[src/rtl/sfx_pkg.sv]
// Shared constants and types for the sound-effect sequencer and its note table.
package sfx_pkg;

  localparam logic [2:0] NOTE_SIL = 3'd0;
  localparam logic [2:0] NOTE_C   = 3'd1;
  localparam logic [2:0] NOTE_D   = 3'd2;
  localparam logic [2:0] NOTE_E   = 3'd3;
  localparam logic [2:0] NOTE_G   = 3'd4;

  // Sequence ids double as priorities: a larger id wins.
  localparam logic [1:0] SEQ_NONE   = 2'd0;
  localparam logic [1:0] SEQ_PADDLE = 2'd1;
  localparam logic [1:0] SEQ_BRICK  = 2'd2;
  localparam logic [1:0] SEQ_LOSE   = 2'd3;

  localparam int unsigned LEN_PADDLE = 1;
  localparam int unsigned LEN_BRICK  = 2;
  localparam int unsigned LEN_LOSE   = 4;

  typedef enum logic [1:0] {
    IDLE,
    NOTE,
    GAP
  } sfx_state_t;

endpackage

[src/rtl/sfx_note_rom.sv]
// Combinational note table: (sequence, entry index) -> note code, duration in ms, last flag.
module sfx_note_rom
  import sfx_pkg::*;
(
  input  logic [1:0] seq_id,
  input  logic [1:0] idx,
  output logic [2:0] note,
  output logic [7:0] dur_ms,
  output logic       last
);

  always_comb begin
    note   = NOTE_SIL;
    dur_ms = 8'd0;
    last   = 1'b1;
    case (seq_id)
      SEQ_PADDLE: begin
        note   = NOTE_G;
        dur_ms = 8'd40;
        last   = (idx == 2'(LEN_PADDLE - 1));
      end
      SEQ_BRICK: begin
        note   = (idx == 2'd0) ? NOTE_E : NOTE_G;
        dur_ms = 8'd30;
        last   = (idx == 2'(LEN_BRICK - 1));
      end
      SEQ_LOSE: begin
        case (idx)
          2'd0:    begin note = NOTE_G; dur_ms = 8'd80;  end
          2'd1:    begin note = NOTE_E; dur_ms = 8'd80;  end
          2'd2:    begin note = NOTE_D; dur_ms = 8'd80;  end
          default: begin note = NOTE_C; dur_ms = 8'd160; end
        endcase
        last = (idx == 2'(LEN_LOSE - 1));
      end
      default: ;
    endcase
  end

endmodule

[src/rtl/sfx_sequencer.sv]
// Game sound-effect sequencer: turns event pulses into timed note-code sequences.
// Define SFX_QUEUE_EN to keep one pending ignored event and play it after the current one.
module sfx_sequencer
  import sfx_pkg::*;
#(
  parameter int TICK_DIV = 50000,
  parameter int GAP_MS   = 10
) (
  input  logic       clk,
  input  logic       reset,
  input  logic       evt_paddle,
  input  logic       evt_brick,
  input  logic       evt_lose,
  output logic [2:0] note,
  output logic       busy,
  output logic [1:0] seq_id
);

  localparam logic [15:0] TICK_LAST = 16'(TICK_DIV - 1);
  localparam logic [15:0] GAP_LEN   = 16'(GAP_MS);

  sfx_state_t  state;
  logic [1:0]  idx;
  logic [15:0] cyc_cnt;
  logic [15:0] ms_cnt;
  logic [7:0]  dur_q;
  logic        last_q;

  logic [1:0]  evt_pri;
  logic [1:0]  start_seq;
  logic        start;
  logic        advance;
  logic        tick_done;
  logic        note_done;
  logic        gap_done;
  logic        seq_end;
  logic [1:0]  rom_seq;
  logic [1:0]  rom_idx;
  logic [2:0]  rom_note;
  logic [7:0]  rom_dur;
  logic        rom_last;

`ifdef SFX_QUEUE_EN
  logic [1:0]  pend;
`endif

  always_comb begin
    evt_pri = SEQ_NONE;
    if (evt_lose)        evt_pri = SEQ_LOSE;
    else if (evt_brick)  evt_pri = SEQ_BRICK;
    else if (evt_paddle) evt_pri = SEQ_PADDLE;
  end

  assign tick_done = (cyc_cnt == TICK_LAST);
  assign note_done = tick_done && ((ms_cnt + 16'd1) == {8'h00, dur_q});
  assign gap_done  = tick_done && ((ms_cnt + 16'd1) == GAP_LEN);
  assign seq_end   = (state == NOTE) && note_done && last_q;

  // An event on the ending edge is handled as if already idle; pending waits one idle cycle.
  always_comb begin
    start_seq = SEQ_NONE;
    if (state == IDLE || seq_end) start_seq = evt_pri;
    else if (evt_pri > seq_id)    start_seq = evt_pri;
`ifdef SFX_QUEUE_EN
    if (state == IDLE && pend > start_seq) start_seq = pend;
`endif
  end

  assign start   = (start_seq != SEQ_NONE);
  assign advance = !start &&
                   (((state == NOTE) && note_done && !last_q && (GAP_MS == 0)) ||
                    ((state == GAP) && gap_done));

  // One table lookup serves both a fresh start and the step to the next entry.
  assign rom_seq = start ? start_seq : seq_id;
  assign rom_idx = start ? 2'd0 : idx + 2'd1;

  sfx_note_rom u_rom (
    .seq_id (rom_seq),
    .idx    (rom_idx),
    .note   (rom_note),
    .dur_ms (rom_dur),
    .last   (rom_last)
  );

  always_ff @(posedge clk or posedge reset) begin
    if (reset) begin
      state   <= IDLE;
      idx     <= '0;
      cyc_cnt <= '0;
      ms_cnt  <= '0;
      dur_q   <= '0;
      last_q  <= 1'b0;
      note    <= NOTE_SIL;
      busy    <= 1'b0;
      seq_id  <= SEQ_NONE;
    end else begin
      if (state != IDLE) begin
        if (tick_done) begin
          cyc_cnt <= '0;
          ms_cnt  <= ms_cnt + 16'd1;
        end else begin
          cyc_cnt <= cyc_cnt + 16'd1;
        end
      end
      if (start || advance) begin
        state   <= NOTE;
        seq_id  <= rom_seq;
        idx     <= rom_idx;
        note    <= rom_note;
        dur_q   <= rom_dur;
        last_q  <= rom_last;
        busy    <= 1'b1;
        cyc_cnt <= '0;
        ms_cnt  <= '0;
      end else if (state == NOTE && note_done) begin
        note    <= NOTE_SIL;
        cyc_cnt <= '0;
        ms_cnt  <= '0;
        if (last_q) begin
          state  <= IDLE;
          busy   <= 1'b0;
          seq_id <= SEQ_NONE;
          idx    <= '0;
        end else begin
          state <= GAP;
        end
      end
    end
  end

`ifdef SFX_QUEUE_EN
  always_ff @(posedge clk or posedge reset) begin
    if (reset) begin
      pend <= SEQ_NONE;
    end else if (start) begin
      if (pend <= start_seq) pend <= SEQ_NONE;
    end else if (state != IDLE && evt_pri > pend) begin
      pend <= evt_pri;
    end
  end
`endif

endmodule

[config.mk]
export PLATFORM = sky130hd
export DESIGN_NAME = sfx_sequencer
export DESIGN_NICKNAME = d
export VERILOG_FILES = /design/src/rtl/sfx_pkg.sv /design/src/rtl/sfx_note_rom.sv /design/src/rtl/sfx_sequencer.sv
export SDC_FILE = /design/constraint.sdc
export NUM_CORES = 1
export LEC_CHECK = 0
export CAP_MARGIN = 20
export CORE_ASPECT_RATIO = 0.5
export CORE_MARGIN = 2
export CORE_UTILIZATION = 45
export DETAILED_ROUTE_END_ITERATION = 6
export SLEW_MARGIN = 20
export SYNTH_ARGS = -nofsm -noshare
export SYNTH_HDL_FRONTEND = slang
export SYNTH_HIERARCHICAL = 1
export SYNTH_SLANG_ARGS = --single-unit
[constraint.sdc]
create_clock -name clk -period 4.7 [get_ports clk]
set_clock_uncertainty 0.05 [all_clocks]
set_input_delay 1.175 -clock clk [delete_from_list [all_inputs] [get_ports clk]]
set_output_delay 1.175 -clock clk [all_outputs]
set_load 0.02 [all_outputs]
# Word level (Yosys, flattened, before mapping)
# Cells that the tools add are included.
# op_classes
addsub	3
magnitude_cmp	1
eq_ne	11
mux	33
reduce_logical	20
# op_table
operator	n
2-to-1 mux 16 bit	8
adder 16 x 1 -> 16 bit, second input constant	2
2-to-1 mux 2 bit	13
one-hot mux 8 bit (3 select lines)	1
one-hot mux 3 bit (3 select lines)	2
equality test 16 bit, second input constant	1
equality test 16 x 4 -> 1 bit, second input constant	1
equality test 16 x 8 -> 1 bit	1
equality test 2 bit, second input constant	5
2-to-1 mux 3 bit	3
2-to-1 mux 8 bit	1
nonzero test 2 bit	4
equality test 2 x 1 -> 1 bit, second input constant	3
logical AND 1 bit	6
nonzero test 3 bit	2
zero test 2 bit	2
2-to-1 mux 1 bit	4
AND reduction 2 bit	2
one-hot mux 1 bit (3 select lines)	1
OR reduction 3 bit	1
adder 2 x 1 -> 2 bit, second input constant	1
> comparator 2 bit	1
logical OR 1 bit	2
zero test 1 bit	1
# word_totals
register_bits	51
in_bits	5
output_inout_bits	6
wordCells	77

# Depth between registers and ports, before layout
# Gate-level depths: netlist of the first run.
# depth
word_depth	13
ltp_mapped	16
depth_no_buf	16

# Hierarchy
# The synthesis of the first run kept the hierarchy.
# by_module_without_submodules
module	n_inst	cells_per_inst	area_per_inst_um2	seq_area_each_um2
sfx_sequencer	1	352	3275.6	1276.2
sfx_note_rom	1	33	244.0	0.0

# Worst setup path before layout of the first run
# Ideal clock, no wire load.
# synth_timing
path_type	input to register
startpoint	input port evt_brick
endpoint	register last_q
setup_time_ns	0.125
t_arrival_ns	3.658
t_required_ns	4.525
setup_slack_ns	0.868
cell_stages	13
path_buffers	0
cell_sequence	or2_2 -> ha_1 -> nor2b_1 -> o21ai_0 -> o21ai_1 -> nor2_1 -> nor2_1 -> o21ai_0 -> inv_1 -> ha_1 -> a21oi_1 -> nand2_1 -> mux2_2
# synth_via
elab_chain_cells	9
elab_cells_between_ends	18
cone_classes	order compare: 1; eq/ne: 5; mux: 7; reduce/logical: 5
# synth_lines
element	line	source
from (decl)	sfx_sequencer.sv:12	input logic evt_brick,
2-to-1 mux 2 bit *	sfx_sequencer.sv:50	else if (evt_brick) evt_pri = SEQ_BRICK;
2-to-1 mux 2 bit *	sfx_sequencer.sv:49	if (evt_lose) evt_pri = SEQ_LOSE;
> comparator 2 bit	sfx_sequencer.sv:63	else if (evt_pri > seq_id) start_seq = evt_pri;
2-to-1 mux 2 bit	sfx_sequencer.sv:63	
2-to-1 mux 2 bit *	sfx_sequencer.sv:62	if (state == IDLE || seq_end) start_seq = evt_pri;
nonzero test 2 bit	sfx_sequencer.sv:69	assign start = (start_seq != SEQ_NONE);
2-to-1 mux 2 bit *	sfx_sequencer.sv:75	assign rom_seq = start ? start_seq : seq_id;
net rom_seq[1]	sfx_sequencer.sv:37	logic [1:0] rom_seq;
equality test 2 bit / equality test 2 x 1 -> 1 bit (equally long branches)	sfx_note_rom.sv:16	case (seq_id)
one-hot mux 1 bit (3 select lines) *	sfx_note_rom.sv:16	
net rom_last	sfx_sequencer.sv:41	logic rom_last;
to (signal assigned)	sfx_sequencer.sv:112	last_q <= rom_last;
to (decl)	sfx_sequencer.sv:27	logic last_q;
# Mark *: on every way through the listed nets, which the timed path passes. The rest lies on a longest branch.
# A chain may end at the register's enable or synchronous reset.

# Final worst setup path of the first run
# Ends and elaborated chain as after synthesis.

==> summary.md, run 1 <==
| Metric | Value |
|---|---|
| Post-Place Worst Slack | `0.374 ns` |
| Most frequent cells in the layout | `dfrtp_1 (51), nand2_1 (36), nor2_1 (33), nand3_1 (21), inv_1 (20)` |
| Worst hold-check path type | `flip-flop to flip-flop` |
| Synth Cell Area | `0.00352 sq mm` |
| Worst Hold Path EP | `note[1]` |
| CP required | `4.83 ns` |
| Crit Reg-Reg Startpoint | `ms_cnt[0]` |
| Register area | `0.00128 sq mm` |
| Most used routing layer | `met2` |
| Layout Cells excl Fill | `495` |
| Max Slew Vio Count | `0` |
| Post-DP HPWL | `5560 um` |
| Chip width | `129 um` |
| Nets@finish | `405` |
| CTS Hold Buffers Added | `0` |
| Met3 Use GR | `0.0426` |
| DP Area | `0.00366 sq mm` |
| Multi-input combinational cell area | `0.00203 sq mm` |
| Dpl cells | `487` |
| Core Area | `0.00746 sq mm` |
| Vias in the first global route | `2,725` |
| Fin crit period | `4.06 ns` |
| Max Fanout on Critical Path | `7` |
| WS Path Type | `input port to flip-flop` |
| Synthesized instance count | `385` |
| Final Wtd Congestion | `0.844` |
| VDD IR max | `0.457 mV` |
| CTS tree | `done` |
| Worst Hold Launch | `note[1]` |
| First-pass GRT wire length | `13,300 um` |
| Proportion of layout cells with a drive suffix above 1 | `0.111` |
| ANT cells | `0` |
| Worst setup margin | `0.643 ns` |
| Commonest non-fill, non-tap cell in the layout | `dfrtp_1` |
| Post-CTS Resized | `0` |
| Detail-routed via count per cell | `5.66` |
| Fillcell total | `698` |
| H-tree levels | `2` |
| RSZ-0062 raised after global routing | `no` |
| GRT met1 Usage | `0.277` |
| Post-layout util | `0.512` |
| Antenna violations before repair | `0` |
| Worst Reg-to-Reg Cells | `14` |
| Largest family of logic cells by synthesized area | `simple AND/OR/NAND/NOR gates` |
| PD cells | `573 mW/mm^2` |
| M2 GR Usage | `0.321` |
| Synth Area in Simple Gates | `0.257` |
| Iter 0 DRT Violations | `182` |
| Post-synthesis sequential area ratio | `0.363` |
| Synth Area in Compound Gates | `0.148` |
| Max Buffers Root-to-Sink | `2` |
| Critical Path End Type | `flip-flop` |
| Total CTS buffers | `5` |
| Mapped Avg Cell Area | `9.14 sq um` |
| Worst Path Arrival | `4.18 ns` |
| Clock Root Buffer | `clkbuf_16` |
| Worst-path clk slew | `0.07 ns` |
| Adder-Cell Fraction of Synth Area | `0.0498` |
| Setup_tns | `0 ns` |
| Row cnt | `22` |
| Power Total | `2.19 mW` |
| Yosys reg bits | `51` |
| PortBufs | `10` |
| Hold Vio Cnt, Final | `0` |
| FF-to-FF End | `last_q` |
| Static Leak | `1.62 nW` |
| Mux share of post-synthesis cell area | `0.0434` |
| Worst Tran Pin Value | `0.918 ns` |
| Clock latency on the worst-skew pair | `0.29 ns` |
| R2R Setup Slk | `0.77 ns` |
| EDFF count, synth | `0` |
| Yosys cell types | `67` |
| Routed Wire Length | `7540 um` |
| Top_reg_cell synth | `dfrtp_1` |
| Num Clock Sinks | `51` |
| Worst slew margin relative to its limit | `0.384` |
| Worst hold margin | `0.454 ns` |
| Xor and xnor area share after synthesis | `0.0761` |
| Status | `finished clean` |
| Largest net degree at the start of global routing | `52` |
| Antenna viol nets, final | `0` |
| DRC | `0` |
| Starting Density | `0.472` |
| Design Area, Final | `0.00382 sq mm` |
| Synth Warn # | `6` |
| Max Fclk | `0.246 GHz` |
| FFs w/ async S/R, synth | `1.00` |
| Hold depth | `2` |
| Chip Height | `66.5 um` |
| First-pass iteration count of the detailed router | `5` |
| Type of origin of the critical path | `input port` |
| Post-CTS setup buffer count | `0` |
| Max-cap violations | `0` |
| GR Overflow Total | `0` |
| Die ar. | `0.00859 sq mm` |
| Net count after synthesis | `404` |
| Area Growth Syn to Fin | `8.50%` |
| Total GRT Usage | `0.198` |
| Final setup violation count | `0` |
| Via Count | `2,802` |
| WL/cell | `15.2 um` |
| IO Pins | `11` |
| Period utilisation layout | `0.863` |
[flip-flops by register name, summed over array words and instances (netlist names)]
register / flops
dur_q: 8
ms_cnt: 16
state: 2
note: 3
cyc_cnt: 16
last_q: 1
idx: 2
busy: 1
seq_id: 2
[cell usage after synthesis (5+ instances only)]
library cell / number / share of area
a21oi_1: 7 / 0.010
a32oi_1: 5 / 0.012
and2_1: 7 / 0.012
and3_1: 8 / 0.014
buf_2: 5 / 0.0071
buf_4: 6 / 0.013
clkbuf_1: 7 / 0.0075
dfrtp_1: 51 / 0.36
ha_1: 14 / 0.050
inv_1: 21 / 0.022
mux2_2: 6 / 0.019
nand2_1: 36 / 0.038
nand3_1: 21 / 0.030
nand4_1: 10 / 0.018
nor2_1: 33 / 0.035
nor2b_1: 5 / 0.0089
nor3_1: 11 / 0.016
o21ai_0: 16 / 0.023
or3_1: 5 / 0.0089
xnor2_1: 11 / 0.027
xor2_1: 17 / 0.042
[final cells by class]
cell class              instances  area share
inverters                      21      0.0210
multi-input cells             291       0.531
clock inverters                 2     0.00426
well taps                     108      0.0354
clock buffers                   6      0.0364
repair buffers                 16      0.0380
flip-flops and latches         51       0.334
[power breakdown]
group | total [mW] | internal, mW | switching [mW]
logic | 1.11 | 0.494 | 0.616
clock network | 0.375 | 0.213 | 0.162
registers | 0.702 | 0.548 | 0.154
total | 2.19 | 1.26 | 0.931
[cell families after synthesis]
kind of cell             Yosys count
AND/OR/NAND/NOR                  164
AO/OA/AOI/OAI                     70
flip-flops                        51
buffers and inverters             43
XOR/XNOR                          29
adder cells (fa/ha/maj)           14
multiplexers                      13
other                              1
[worst max path at each step]
stage | from | to | slack, ns | depth (start not counted)
after detailed placement | evt_brick | last_q | 0.37 | 13
final | evt_brick | last_q | 0.64 | 13
after CTS | evt_brick | last_q | 0.66 | 13
after floorplan | evt_brick | last_q | 0.87 | 13
after global placement | evt_brick | last_q | 0.50 | 13
after global routing | evt_brick | note[0] | 0.40 | 14
[worst max-delay path, stage by stage]
cell,delay [ns]
clkdlybuf4s50_1,0.44
or2_2,0.33
ha_1,0.29
nor2b_1,0.13
o21ai_0,0.17
o21ai_1,0.22
o21ai_0,0.31
o21ai_0,0.22
buf_4,0.20
ha_1,0.21
a22oi_1,0.17
nand2_1,0.06
mux2_2,0.25
[metal layers]
layer	share of wire	vias up
li1	-	1369
met1	0.50	1380
met2	0.44	51
met3	0.056	2
met4	0.0011	0
met5	0	-
Note: power is estimated with default switching activity, not from simulation.
==> run 2: changes to the inputs <==
CORE_MARGIN = 4   (was 2)
HOLD_SLACK_MARGIN = 0.08   (was not set)
==> summary.md, run 2 (same netlist as run 1, synthesis figures left out) <==
| Metric | Value |
|---|---|
| Static Leak | `1.64 nW (+1.1%)` |
| Clock Root Buffer | `clkbuf_16` |
| Buffers and inverters on the worst path | `2 (unchanged)` |
| Hold Vio Cnt, Final | `0 (unchanged)` |
| Type of origin of the critical path | `input port` |
| Status | `finished clean` |
| H-tree levels | `2 (unchanged)` |
| First-pass GRT wire length | `13,300 um (-0.16%)` |
| Net Switching | `941 uW (+1.0%)` |
| Clock latency on the worst-skew pair | `0.29 ns (about the same)` |
| WS Path Type | `input port to flip-flop` |
| Worst Path Arrival | `4.26 ns (+0.08 ns)` |
| Num Clock Sinks | `51 (unchanged)` |
| WL/cell | `15.4 um (+1.0%)` |
| Commonest non-fill, non-tap cell in the layout | `dfrtp_1` |
| Worst slew margin relative to its limit | `0.390 (+0.00601)` |
| Max Slew Vio Count | `0 (unchanged)` |
| Final setup violation count | `0 (unchanged)` |
| Vias in the first global route | `2,677 (-1.8%)` |
| PortBufs | `10 (unchanged)` |
| Biggest regs | `cyc_cnt: 16 flops, ms_cnt: 16 flops, dur_q: 8 flops` |
| Chip width | `133 um (+3.1%)` |
| Starting Density | `0.472 (unchanged)` |
| Iter 0 DRT Violations | `140 (-23%)` |
| Flop pwr share | `0.306 (-0.015)` |
| Critical-path top delay cell | `clkdlybuf4s50_1` |
| CTS Hold Buffers Added | `0 (unchanged)` |
| Power Total | `2.29 mW (+4.8%)` |
| Fin crit period | `4.14 ns (+0.0779 ns)` |
| Routed Wire Length | `7620 um (+1.0%)` |
| Core Area | `0.00746 sq mm (unchanged)` |
| Detail-routed via count per cell | `5.52 (-2.6%)` |
| DRC | `0 (unchanged)` |
| Max-cap violations | `0 (unchanged)` |
| Max Fanout on Critical Path | `7 (unchanged)` |
| Die ar. | `0.00939 sq mm (+9.3%)` |
| Proportion of layout cells with a drive suffix above 1 | `0.109 (-0.00258)` |
| Post-DP HPWL | `5500 um (-1.1%)` |
| Total CTS buffers | `5 (unchanged)` |
| Crit path top cell by count | `o21ai_0` |
| VDD IR max | `0.343 mV (-25%)` |
| Worst hold-check path type | `flip-flop to flip-flop` |
| Antenna viol nets, final | `0 (unchanged)` |
| DP Area | `0.00366 sq mm (unchanged)` |
| CP cell instances | `clkdlybuf4s50_1 > or2_2 > ha_1 > nor2b_1 > o21ai_0 > o21ai_1 > o21ai_0 > o21ai_0 > buf_4 > ha_1 > a22oi_1 > nand2_1 > mux2_2` |
| Worst Tran Pin Value | `0.914 ns (-0.00392 ns)` |
| Post-Place Worst Slack | `0.338 ns (-0.0357 ns)` |
| CTS tree | `done` |
| CP required | `4.83 ns (about the same)` |
| Worst-path clk slew | `0.07 ns (about the same)` |
| Gate power share | `0.489 (-0.019)` |
| Max Fclk | `0.242 GHz (-1.9%)` |
| Chip Height | `70.5 um (+6.0%)` |
| PD cells | `595 mW/mm^2 (+3.9%)` |
| IO Pins | `11 (unchanged)` |
| GR Overflow Total | `0 (unchanged)` |
| Post-CTS setup buffer count | `0 (unchanged)` |
| ANT cells | `0 (unchanged)` |
| Design Area, Final | `0.00385 sq mm (+0.88%)` |
| Switching part of the total | `0.410 (-0.0153)` |
| RSZ-0062 raised after global routing | `no` |
| Critical Path End Type | `flip-flop` |
| Most frequent cells in the layout | `dfrtp_1 (51), nand2_1 (36), nor2_1 (33), nand3_1 (21), inv_1 (20)` |
| Period utilisation layout | `0.880 (+0.0166)` |
| Via Count | `2,730 (-2.6%)` |
| Post-CTS Resized | `0 (unchanged)` |
| Total GRT Usage | `0.172 (-0.0261)` |
| Nets@finish | `405 (unchanged)` |
| Worst setup margin | `0.565 ns (-0.0779 ns)` |
| Area Growth Syn to Fin | `9.46%` |
| Power share of the clock group | `0.204 (+0.033)` |
| Setup_tns | `0 ns (unchanged)` |
| Row cnt | `22 (unchanged)` |
| Final Wtd Congestion | `0.841 (-0.31%)` |
| Antenna violations before repair | `0 (unchanged)` |
| Worst hold margin | `0.447 ns (-0.00694 ns)` |
| Max Buffers Root-to-Sink | `2 (unchanged)` |
| Internal | `1.35 mW (+7.6%)` |
| Largest net degree at the start of global routing | `52 (unchanged)` |
| Crit-path max cell delay | `0.44 ns (about the same)` |
| Top delay family on crit path | `compound AO/OA/AOI/OAI gates` |
| First-pass iteration count of the detailed router | `4 (-1)` |
-- run 2: cell count changes in the layout (fill, tap and decap cells not counted), sizes merged --
cell | before | now
bufinv | 0 | 2
clkinvlp | 1 | 0
clkinv | 2 | 1
-- run 2: power groups by stage --
stage                     clock network, mW  registers (mW)  logic [mW]
after detailed placement                  0           0.708        1.12
after global placement                    0           0.703        1.09
after global routing                  0.497           0.721        1.26
after CTS                             0.476           0.701        1.13
after floorplan                           0           0.641       0.938
final                                 0.468           0.702        1.12
-- run 2: worst paths after layout --
check / depth (start not counted) / slack (ns) / startpoint / to
min in group asynchronous: 2 / 1.32 / reset / cyc_cnt[0]
worst max-delay path: 13 / 0.56 / evt_brick / last_q
worst min-delay path: 2 / 0.45 / note[2] / note[2]
max in group asynchronous: 2 / 2.74 / reset / ms_cnt[13]
worst min register to register: 2 / 0.45 / note[2] / note[2]
worst max register to register: 12 / 0.75 / ms_cnt[0] / dur_q[7]
-- run 2: tightest hold or removal path, delay by kind of cell (launching register included) --
kind	cells	cell delay, ns
AND/OR/NAND/NOR	1	0.05
flip-flops	1	0.35
AO/OA/AOI/OAI	1	0.07
-- run 2: area by class of cell --
cell class	instances	area, sq um
flip-flops and latches	51	1280
well taps	108	135
clock buffers	6	129
repair buffers	16	145
clock inverters	2	60.1
multi-input cells	291	2030
fillers	690	3610
inverters	21	80.1
-- run 2: routing by layer --
| layer | track usage | wire, um | part of all wire |
|---|---|---|---|
| met2 | 0.264 | 3370 | 0.44 |
| met3 | 0.0398 | 266 | 0.035 |
| met5 | 0 | 0 | 0 |
| met4 | 0.0311 | 53 | 0.0070 |
| met1 | 0.251 | 3940 | 0.52 |
-- run 2: per-stage QoR --
stage / util / cells
final: 0.516 / 495
after global routing: 0.516 / 495
after global placement: 0.491 / 487
after detailed placement: 0.491 / 487
after floorplan: - / 385
after CTS: 0.516 / 495
==> run 3: changes to the inputs <==
GPL_ROUTABILITY_DRIVEN = 0   (was not set)
==> results of run 3 <==
Same layout as run 2: the final DEF is identical, and so are final timing and power.
